### config.mk
export PLATFORM = sky130hd
export DESIGN_NAME = xor_descrambler
export DESIGN_NICKNAME = d
export VERILOG_FILES = /design/src/rtl/xor_descrambler.sv
export SDC_FILE = /design/constraint.sdc
export NUM_CORES = 1
export LEC_CHECK = 0
export ABC_AREA = 1
export CAP_MARGIN = 20
export CELL_PAD_IN_SITES_DETAIL_PLACEMENT = 0
export CELL_PAD_IN_SITES_GLOBAL_PLACEMENT = 1
export CORE_MARGIN = 10
export CORE_UTILIZATION = 33
export CTS_CLUSTER_DIAMETER = 80
export DETAILED_ROUTE_END_ITERATION = 8
export GPL_TIMING_DRIVEN = 0
export HOLD_SLACK_MARGIN = 0.12
export PLACE_DENSITY = 0.73
export SLEW_MARGIN = 20
export SYNTH_ARGS = -nofsm -noshare
export SYNTH_HDL_FRONTEND = slang
export SYNTH_SLANG_ARGS = --single-unit
### constraint.sdc
create_clock -name clk -period 1.8 [get_ports clk]
set_input_delay 0.54 -clock clk [delete_from_list [all_inputs] [get_ports clk]]
set_output_delay 0.54 -clock clk [all_outputs]
set_load 0.03 [all_outputs]
### src/rtl/xor_descrambler.sv
// xor_descrambler: self-synchronising 1+x^6+x^7 descrambler with
// HUNT/LOCKED framing on SYNC_WORD and a one-beat output register.
// Ports: clk, rst (sync, active-high); in_data/in_valid/in_ready
// scrambled input stream; out_data/out_valid/out_ready payload
// stream; locked (FSM in LOCKED); sync_pulse (sync beat seen).
// Optional: define DESCR_LOCK_LOSS_EN to drop lock after more than
// MAX_GAP consecutive non-sync beats.
module xor_descrambler #(
  parameter int W = 8,
  parameter logic [W-1:0] SYNC_WORD = W'(8'hA5),
  parameter int MAX_GAP = 16
) (
  input  logic         clk,
  input  logic         rst,
  input  logic [W-1:0] in_data,
  input  logic         in_valid,
  output logic         in_ready,
  output logic [W-1:0] out_data,
  output logic         out_valid,
  input  logic         out_ready,
  output logic         locked,
  output logic         sync_pulse
);

  typedef enum logic {
    HUNT   = 1'b0,
    LOCKED = 1'b1
  } state_t;

  state_t       r_state;
  state_t       w_state_nxt;
  logic [6:0]   r_sr;
  logic [6:0]   w_sr_nxt;
  logic [W-1:0] w_d;
  logic [W-1:0] r_out_data;
  logic         r_out_valid;
  logic         r_sync;
  logic         w_acc;
  logic         w_match;
  logic         w_fwd;
  logic         w_sync;

  assign in_ready   = !r_out_valid || out_ready;
  assign w_acc      = in_valid && in_ready;
  assign out_data   = r_out_data;
  assign out_valid  = r_out_valid;
  assign locked     = (r_state == LOCKED);
  assign sync_pulse = r_sync;

  // Bits are descrambled earliest-first; the register always shifts
  // in the received (scrambled) bit, which is what makes it
  // self-synchronising.
  always_comb begin : descramble
    logic [6:0] v_sr;
    v_sr = r_sr;
    w_d  = '0;
    for (int i = 0; i < W; i++) begin
      w_d[i] = in_data[i] ^ v_sr[5] ^ v_sr[6];
      v_sr   = {v_sr[5:0], in_data[i]};
    end
    w_sr_nxt = v_sr;
  end

  assign w_match = (w_d == SYNC_WORD);

`ifdef DESCR_LOCK_LOSS_EN
  localparam int GW = $clog2(MAX_GAP + 2);

  logic [GW-1:0] r_gap;
  logic [GW-1:0] w_gap_nxt;

  always_comb begin
    w_state_nxt = r_state;
    w_gap_nxt   = r_gap;
    w_fwd       = 1'b0;
    w_sync      = 1'b0;
    if (w_acc) begin
      w_sync = w_match;
      case (r_state)
        HUNT: begin
          if (w_match) begin
            w_state_nxt = LOCKED;
            w_gap_nxt   = '0;
          end
        end
        LOCKED: begin
          if (w_match) begin
            w_gap_nxt = '0;
          end else if (r_gap == GW'(MAX_GAP)) begin
            // This beat would exceed the gap budget: drop it and
            // re-hunt, keeping sr so resync can start immediately.
            w_state_nxt = HUNT;
            w_gap_nxt   = '0;
          end else begin
            w_gap_nxt = r_gap + 1'b1;
            w_fwd     = 1'b1;
          end
        end
        default: w_state_nxt = HUNT;
      endcase
    end
  end

  always_ff @(posedge clk) begin
    if (rst) begin
      r_gap <= '0;
    end else begin
      r_gap <= w_gap_nxt;
    end
  end
`else
  logic w_unused_gap;
  assign w_unused_gap = (MAX_GAP > 0);

  always_comb begin
    w_state_nxt = r_state;
    w_fwd       = 1'b0;
    w_sync      = 1'b0;
    if (w_acc) begin
      w_sync = w_match;
      case (r_state)
        HUNT: begin
          if (w_match) begin
            w_state_nxt = LOCKED;
          end
        end
        LOCKED: begin
          w_fwd = !w_match;
        end
        default: w_state_nxt = HUNT;
      endcase
    end
  end
`endif

  always_ff @(posedge clk) begin
    if (rst) begin
      r_state <= HUNT;
    end else begin
      r_state <= w_state_nxt;
    end
  end

  // Output register only reloads when the sink can take data, so a
  // held beat stays stable; a non-forwarded cycle lets it drain.
  always_ff @(posedge clk) begin
    if (rst) begin
      r_sr        <= '0;
      r_out_valid <= 1'b0;
      r_out_data  <= '0;
      r_sync      <= 1'b0;
    end else begin
      r_sync <= w_sync;
      if (w_acc) begin
        r_sr <= w_sr_nxt;
      end
      if (in_ready) begin
        r_out_valid <= w_fwd;
        if (w_fwd) begin
          r_out_data <= w_d;
        end
      end
    end
  end

endmodule

==> flow_summary_export.csv, run 1 <==
group,metric,value,unit
setup_path,path_buf_inv,3,
sta,slew_headroom,74.79,%
worst_hold_path,hold_path.class,"flip-flop to flip-flop",
sta,finClkSkew,0.001719,ns
grt,use_met1,10.34,%
placed_design,gp_congestion,0.7605,
clocking,holdBufCountCts,0,
detailed_routing,vias,1004,
grt,grt_use_met3,2.083,%
clocking,cts_buffer_depth,2,
final_layout,drive_gt1_share,19.34,%
yosys,syn-instance-count,153,
placed_design,placedInstanceArea,1287,um^2
detailed_routing,wire_per_inst,11.33,um
setup_path,slowest_stage,"clkdlybuf4s50_1",
grt,antenna_found_initial,0,
sta,final.setup.tns,0,ns
final_layout,final_nets,195,
floorplan,rows,20,
final_layout,design_area,1346,um^2
setup_path,cpPeakStageDelay,0.49,ns
worst_hold_path,hold_depth,2,
setup_path,r2r_end,"out_data[3]$_SDFFE_PP0P_",
setup_path,cp.required,1.99,ns
yosys,avgSynthCellArea,6.640,um^2
worst_hold_path,whs_endpoint,"r_sr[6]$_SDFFE_PP0N_",
setup_path,r2r_slack,0.37,ns
setup_path,path_delay_family,"buffers and inverters",
yosys,seq_area_frac_synth,35.47,%
detailed_routing,wl,2.425,mm
detailed_routing,dr.first_iter.drc_count,45,
yosys,synth_seq_cells,18,
floorplan,die_y,75.49,um
placed_design,io_buffers,23,
outcome,status,"finished, final reports clean",
grt,grt_overflow,0,
sta,setup_viol,0,
floorplan,core_area,3003,um^2
setup_path,reg2reg_from,"r_sr[4]$_SDFFE_PP0N_",
clocking,clock_latency,0.29,ns
placed_design,placed_cells,209,
detailed_routing,routed_via_density,4.692,
setup_path,cp-start-kind,"input port",
sta,hold_viol_final,0,
sta,fin_ws,0.09891,ns
sta,max_freq,0.5879,GHz
setup_path,worstSetupEndpointType,"flip-flop",
clocking,cts_buffers,3,
clocking,cts-root-buf,"clkbuf_4",
floorplan,fp.dieW,75.49,um
placed_design,hpwl,1.981,mm
detailed_routing,drt_first_pass_iters,4,
setup_path,crit_type,"input port to flip-flop",
worst_hold_path,hold_path_startpoint,"r_sr[6]$_SDFFE_PP0N_",
job,drv_cap,0,
final_layout,stdcell_count,214,
grt,grt_start_max_net_pins,11,
floorplan,die_area,5698,um^2
pwr,ir_worst_vdd,248.2,uV
sta,layout_min_cycle_time,1.701,ns
sta,drv_slew,0,
setup_path,crit_chain,"clkdlybuf4s50_1, inv_1, nand2_1, nand3_1, nand2_1, nand2_2, nor2_4, nand2_4, buf_12, a21oi_2, nor2_1",
setup_path,cp_common_cell,"nand2_1",
clocking,clk_pin_slew,0.10,ns
setup_path,path_max_fanout,10,
pwr,powerDensity,583.0,nW/um^2
final_layout,final_core_util,44.83,%
setup_path,ff2ff_path_depth,12,
grt,use_met2,15.58,%
grt,grt_use_total,8.991,%
detailed_routing,drc,0,
pwr,total_power,784.9,uW
grt,grt_pass1_wl,4.029,mm
clocking,cts_tree,"done",
detailed_routing,final_antenna_net_count,0,
setup_path,cp.arrival,1.90,ns
yosys,ys_warn_count,0,
sta,whs,0.4830,ns
yosys,synth_top_cell_area_share,35.47,%
grt,grt_busiest_layer,"met2",
final_layout,syn_to_final_growth,32.51,%
final_layout,diodes,0,
final_layout,n_fill_cell,333,
yosys,synth_area,1016,um^2
floorplan,io_pins,24,
pwr,p_leak,0.7285,nW
setup_path,cp.depth,11,
clocking,cts_sinks,18,
grt,grt_pass1_vias,894,
floorplan,start_util,33.83,%
yosys,synth_fp_nets,165,
sta,fin_crit_sh,94.50,%
yosys,yosysUniqueCellTypes,17,
sta,tightest_slew,0.3782,ns
yosys,synth_area_leaders,"dfxtp_1 (35%), nand2_1 (18%), nand3_1 (7.4%), a21oi_2 (6.0%), inv_1 (5.5%)",
placed_design,post-place-ws,-0.5813,ns
yosys,yosys.area.top_type,"dfxtp_1",
clocking,htree_num_levels,1,
==> power breakdown <==
group          switching (mW)  leakage [nW]  internal, mW
sequential            0.00906         0.147         0.410
combinational           0.100         0.568        0.0650
clock                   0.123        0.0138        0.0778
total                   0.232         0.729         0.553
==> state kept, by name (all words and copies together), names as in the netlist <==
name,cells
locked,1
out_data,8
out_valid,1
r_sr,7
sync_pulse,1
==> worst min-delay path: stages, from the launching register on <==
cell and delay (ns):
dfxtp_1 0.32, inv_1 0.06, a21oi_1 0.06
==> cells in the mapped netlist, drive strengths merged <==
library cell   n
nand2         56
inv           21
a21oi         15
dfxtp         18
clkbuf         1
nor2          13
buf            3
o21ai          7
nand3         17
nand3b         1
o22ai          1
==> cells by family (layout without fill, tap and decap cells) <==
family	count (synthesis)	count (layout)	share of synthesized area (%)
compound gates	23	23	14.04
buf+inv	25	53	11.45
flops	18	18	35.47
simple gates	87	87	39.04
==> worst max-delay path by stage <==
stage	from	end	slack (ns)
6_report	in_data[3]	out_data[3]$_SDFFE_PP0P_	0.1
5_1_grt	in_data[3]	out_data[4]$_SDFFE_PP0P_	-0.005
4_1_cts	out_ready	in_ready	-0.05
3_5_place_dp	out_ready	in_ready	-0.58
3_3_place_gp	out_ready	in_ready	-0.57
2_1_floorplan	out_ready	out_data[5]$_SDFFE_PP0P_	0.05
==> per-layer routing <==
layer  vias up  part of all wire [%]
met4         0                  0.49
met2         8                    49
met5         -                     0
met1       454                    47
met3         2                   2.9
li1        540                     -
==> cell type report <==
class | count | area, um^2 | area share, %
Sequential cell | 18 | 360.3 | 26.77
Multi-Input combinational cell | 110 | 554.3 | 41.17
Tap cell | 33 | 41.29 | 3.067
Buffer | 4 | 46.29 | 3.439
Inverter | 21 | 78.83 | 5.855
Timing Repair Buffer | 25 | 242.7 | 18.03
Clock buffer | 3 | 22.52 | 1.673
==> repair_timing <==
item | in CTS | in global routing
pin swaps | 0 | 2
endpoints found under the setup margin | 19 | 13
endpoints found under the hold margin | 0 | 0
resized for setup | 21 | 11
setup buffers | 0 | 2
==> cell usage in the layout (no fill, tap or decap), types with 3 or more instances in the layout <==
cell type        instances
nor2_4                   3
clkbuf_4                 3
clkdlybuf4s50_1          4
o21ai_0                  7
buf_6                    3
dfxtp_1                 18
inv_2                    7
nand2_1                 49
inv_1                   14
dlymetal6s2s_1           5
nand3_1                 15
a21oi_2                  7
a21oi_1                  8
nand2_2                  5
dlygate4sd2_1           13
nor2_1                  10
Power figures use the tool's default switching activity.
==> inputs of run 2 (changes only) <==
--- a/config.mk
+++ b/config.mk
@@ -7,4 +7,5 @@
 export LEC_CHECK = 0
 export ABC_AREA = 1
+export ABC_CLOCK_PERIOD_IN_PS = 1800
 export CAP_MARGIN = 20
 export CELL_PAD_IN_SITES_DETAIL_PLACEMENT = 0
==> constraint.sdc (replaced) <==
create_clock -name clk -period 1.8 [get_ports clk]
set_input_delay 0.18 -clock clk [delete_from_list [all_inputs] [get_ports clk]]
set_output_delay 0.18 -clock clk [all_outputs]
set_load 0.03 [all_outputs]
==> flow_summary_export.csv, run 2 (same netlist as run 1, synthesis figures left out) <==
group,metric,value,unit
clocking,cts_resized,0,
placed_design,post-place-ws,-0.01051,ns
grt,grt_use_total,8.991,%
final_layout,design_area,1310,um^2
clocking,holdBufCountCts,0,
detailed_routing,drc,0,
grt,grt_pass1_wl,4.029,mm
detailed_routing,routed_via_density,4.627,
floorplan,rows,20,
placed_design,gp_congestion,0.7605,
setup_path,path_delay_family,"buffers and inverters",
detailed_routing,wire_per_inst,11.15,um
floorplan,io_pins,24,
grt,grt_start_max_net_pins,11,
job,drv_cap,0,
worst_hold_path,hold_path.class,"flip-flop to flip-flop",
pwr,p_leak,0.6040,nW
sta,tightest_slew,0.3886,ns
sta,finClkSkew,0.002089,ns
detailed_routing,drt_first_pass_iters,4,
sta,max_freq,0.6018,GHz
clocking,cts_sinks,18,
detailed_routing,wl,2.364,mm
setup_path,cp.required,1.62,ns
floorplan,core_area,3003,um^2
clocking,cts-root-buf,"clkbuf_4",
grt,grt_overflow,0,
placed_design,hpwl,1.981,mm
final_layout,layout_common_cells,"nand2_1 (50), clkdlybuf4s50_1 (23), dfxtp_1 (18)",
setup_path,crit_type,"input port to output pin",
pwr,powerDensity,599.5,nW/um^2
setup_path,cp_common_cell,"clkdlybuf4s50_1",
floorplan,die_y,75.49,um
setup_path,cp.arrival,1.48,ns
clocking,postCtsSetupRepairBufs,0,
setup_path,crit_chain,"clkdlybuf4s50_1, inv_1, nand2_1, clkdlybuf4s50_1",
sta,setup_viol,0,
sta,rsz0062_at_grt,"false",
final_layout,diodes,0,
clocking,cts_buffer_depth,2,
setup_path,cp-start-kind,"input port",
outcome,status,"finished, final reports clean",
sta,fin_ws,0.1384,ns
clocking,clk_pin_slew,0.10,ns
setup_path,ff2ff_path_depth,7,
grt,antenna_found_initial,0,
setup_path,cp.depth,4,
clocking,clock_latency,0.29,ns
floorplan,fp.dieW,75.49,um
placed_design,io_buffers,23,
clocking,cts_buffers,3,
setup_path,worstSetupEndpointType,"output pin",
final_layout,n_fill_cell,330,
detailed_routing,dr.first_iter.drc_count,34,
setup_path,cpPeakStageDelay,0.71,ns
detailed_routing,final_antenna_net_count,0,
final_layout,multi_input_area,539.3,um^2
final_layout,final_nets,193,
setup_path,path_buf_inv,3,
setup_path,path_max_fanout,4,
clocking,cts_tree,"done",
floorplan,start_util,33.83,%
sta,whs,0.4830,ns
clocking,htree_num_levels,1,
worst_hold_path,hold_depth,2,
floorplan,die_area,5698,um^2
detailed_routing,vias,981,
sta,hold_viol_final,0,
sta,fin_crit_sh,92.31,%
final_layout,largest_reg_flops,8,
final_layout,syn_to_final_growth,28.94,%
sta,drv_slew,0,
placed_design,placedInstanceArea,1287,um^2
sta,slew_headroom,73.99,%
final_layout,ff_latch_area,360.3,um^2
final_layout,layout_commonest_cell,"nand2_1",
grt,grt_pass1_vias,894,
final_layout,drive_gt1_share,16.20,%
sta,layout_min_cycle_time,1.662,ns
pwr,ir_worst_vdd,248.0,uV
setup_path,slowest_stage,"clkdlybuf4s50_1",
-- run 2: per-layer routing --
| metal | track usage (%) | vias up | share of wire (%) |
|---|---|---|---|
| met5 | 0 | - | 0 |
| li1 | - | 533 | - |
| met4 | 3.711 | 0 | 0.97 |
| met1 | 10.34 | 434 | 47 |
| met2 | 15.58 | 10 | 49 |
| met3 | 2.083 | 4 | 3.1 |
-- run 2: path summary, 6_finish.rpt --
check,slack (ns),start,to
max reg2reg,0.34,out_valid$_SDFFE_PP0N_,out_data[7]$_SDFFE_PP0P_
max,0.14,out_ready,in_ready
min reg2reg,0.48,r_sr[6]$_SDFFE_PP0N_,r_sr[6]$_SDFFE_PP0N_
min,0.48,r_sr[6]$_SDFFE_PP0N_,r_sr[6]$_SDFFE_PP0N_
-- run 2: worst register-to-register path: stages (launching register included) --
cell     delay [ns]
dfxtp_1        0.32
nand2_1        0.11
nand2_1        0.17
nor2_1         0.36
buf_6          0.22
nand3_1        0.09
nand2_1        0.06
nor2_1         0.03
-- run 2: per-stage QoR --
stage | util (%) | std cells | power [mW] | setup TNS [ns]
detailed placement | 42.88 | 209 | 0.5959 | -0.02094
global placement | 42.88 | 209 | 0.5936 | -0.003987
floorplan | - | 153 | 0.5399 | 0
finish | 43.63 | 212 | 0.7853 | 0
global route | 43.63 | 212 | 0.8374 | 0
CTS | 43.63 | 212 | 0.7991 | 0
-- run 2: layout make-up --
| cell class | count | share of cell area (%) |
|---|---|---|
| Buffer | 4 | 2.865 |
| Timing Repair Buffer | 23 | 17.57 |
| Inverter | 21 | 6.017 |
| Clock buffer | 3 | 1.719 |
| Multi-Input combinational cell | 110 | 41.17 |
| Tap cell | 33 | 3.152 |
| Sequential cell | 18 | 27.51 |
-- run 2: power breakdown --
part,switching [mW],total (mW),internal [mW]
Combinational,0.0980,0.166,0.0678
Sequential,0.00902,0.419,0.410
Clock,0.122,0.200,0.0778
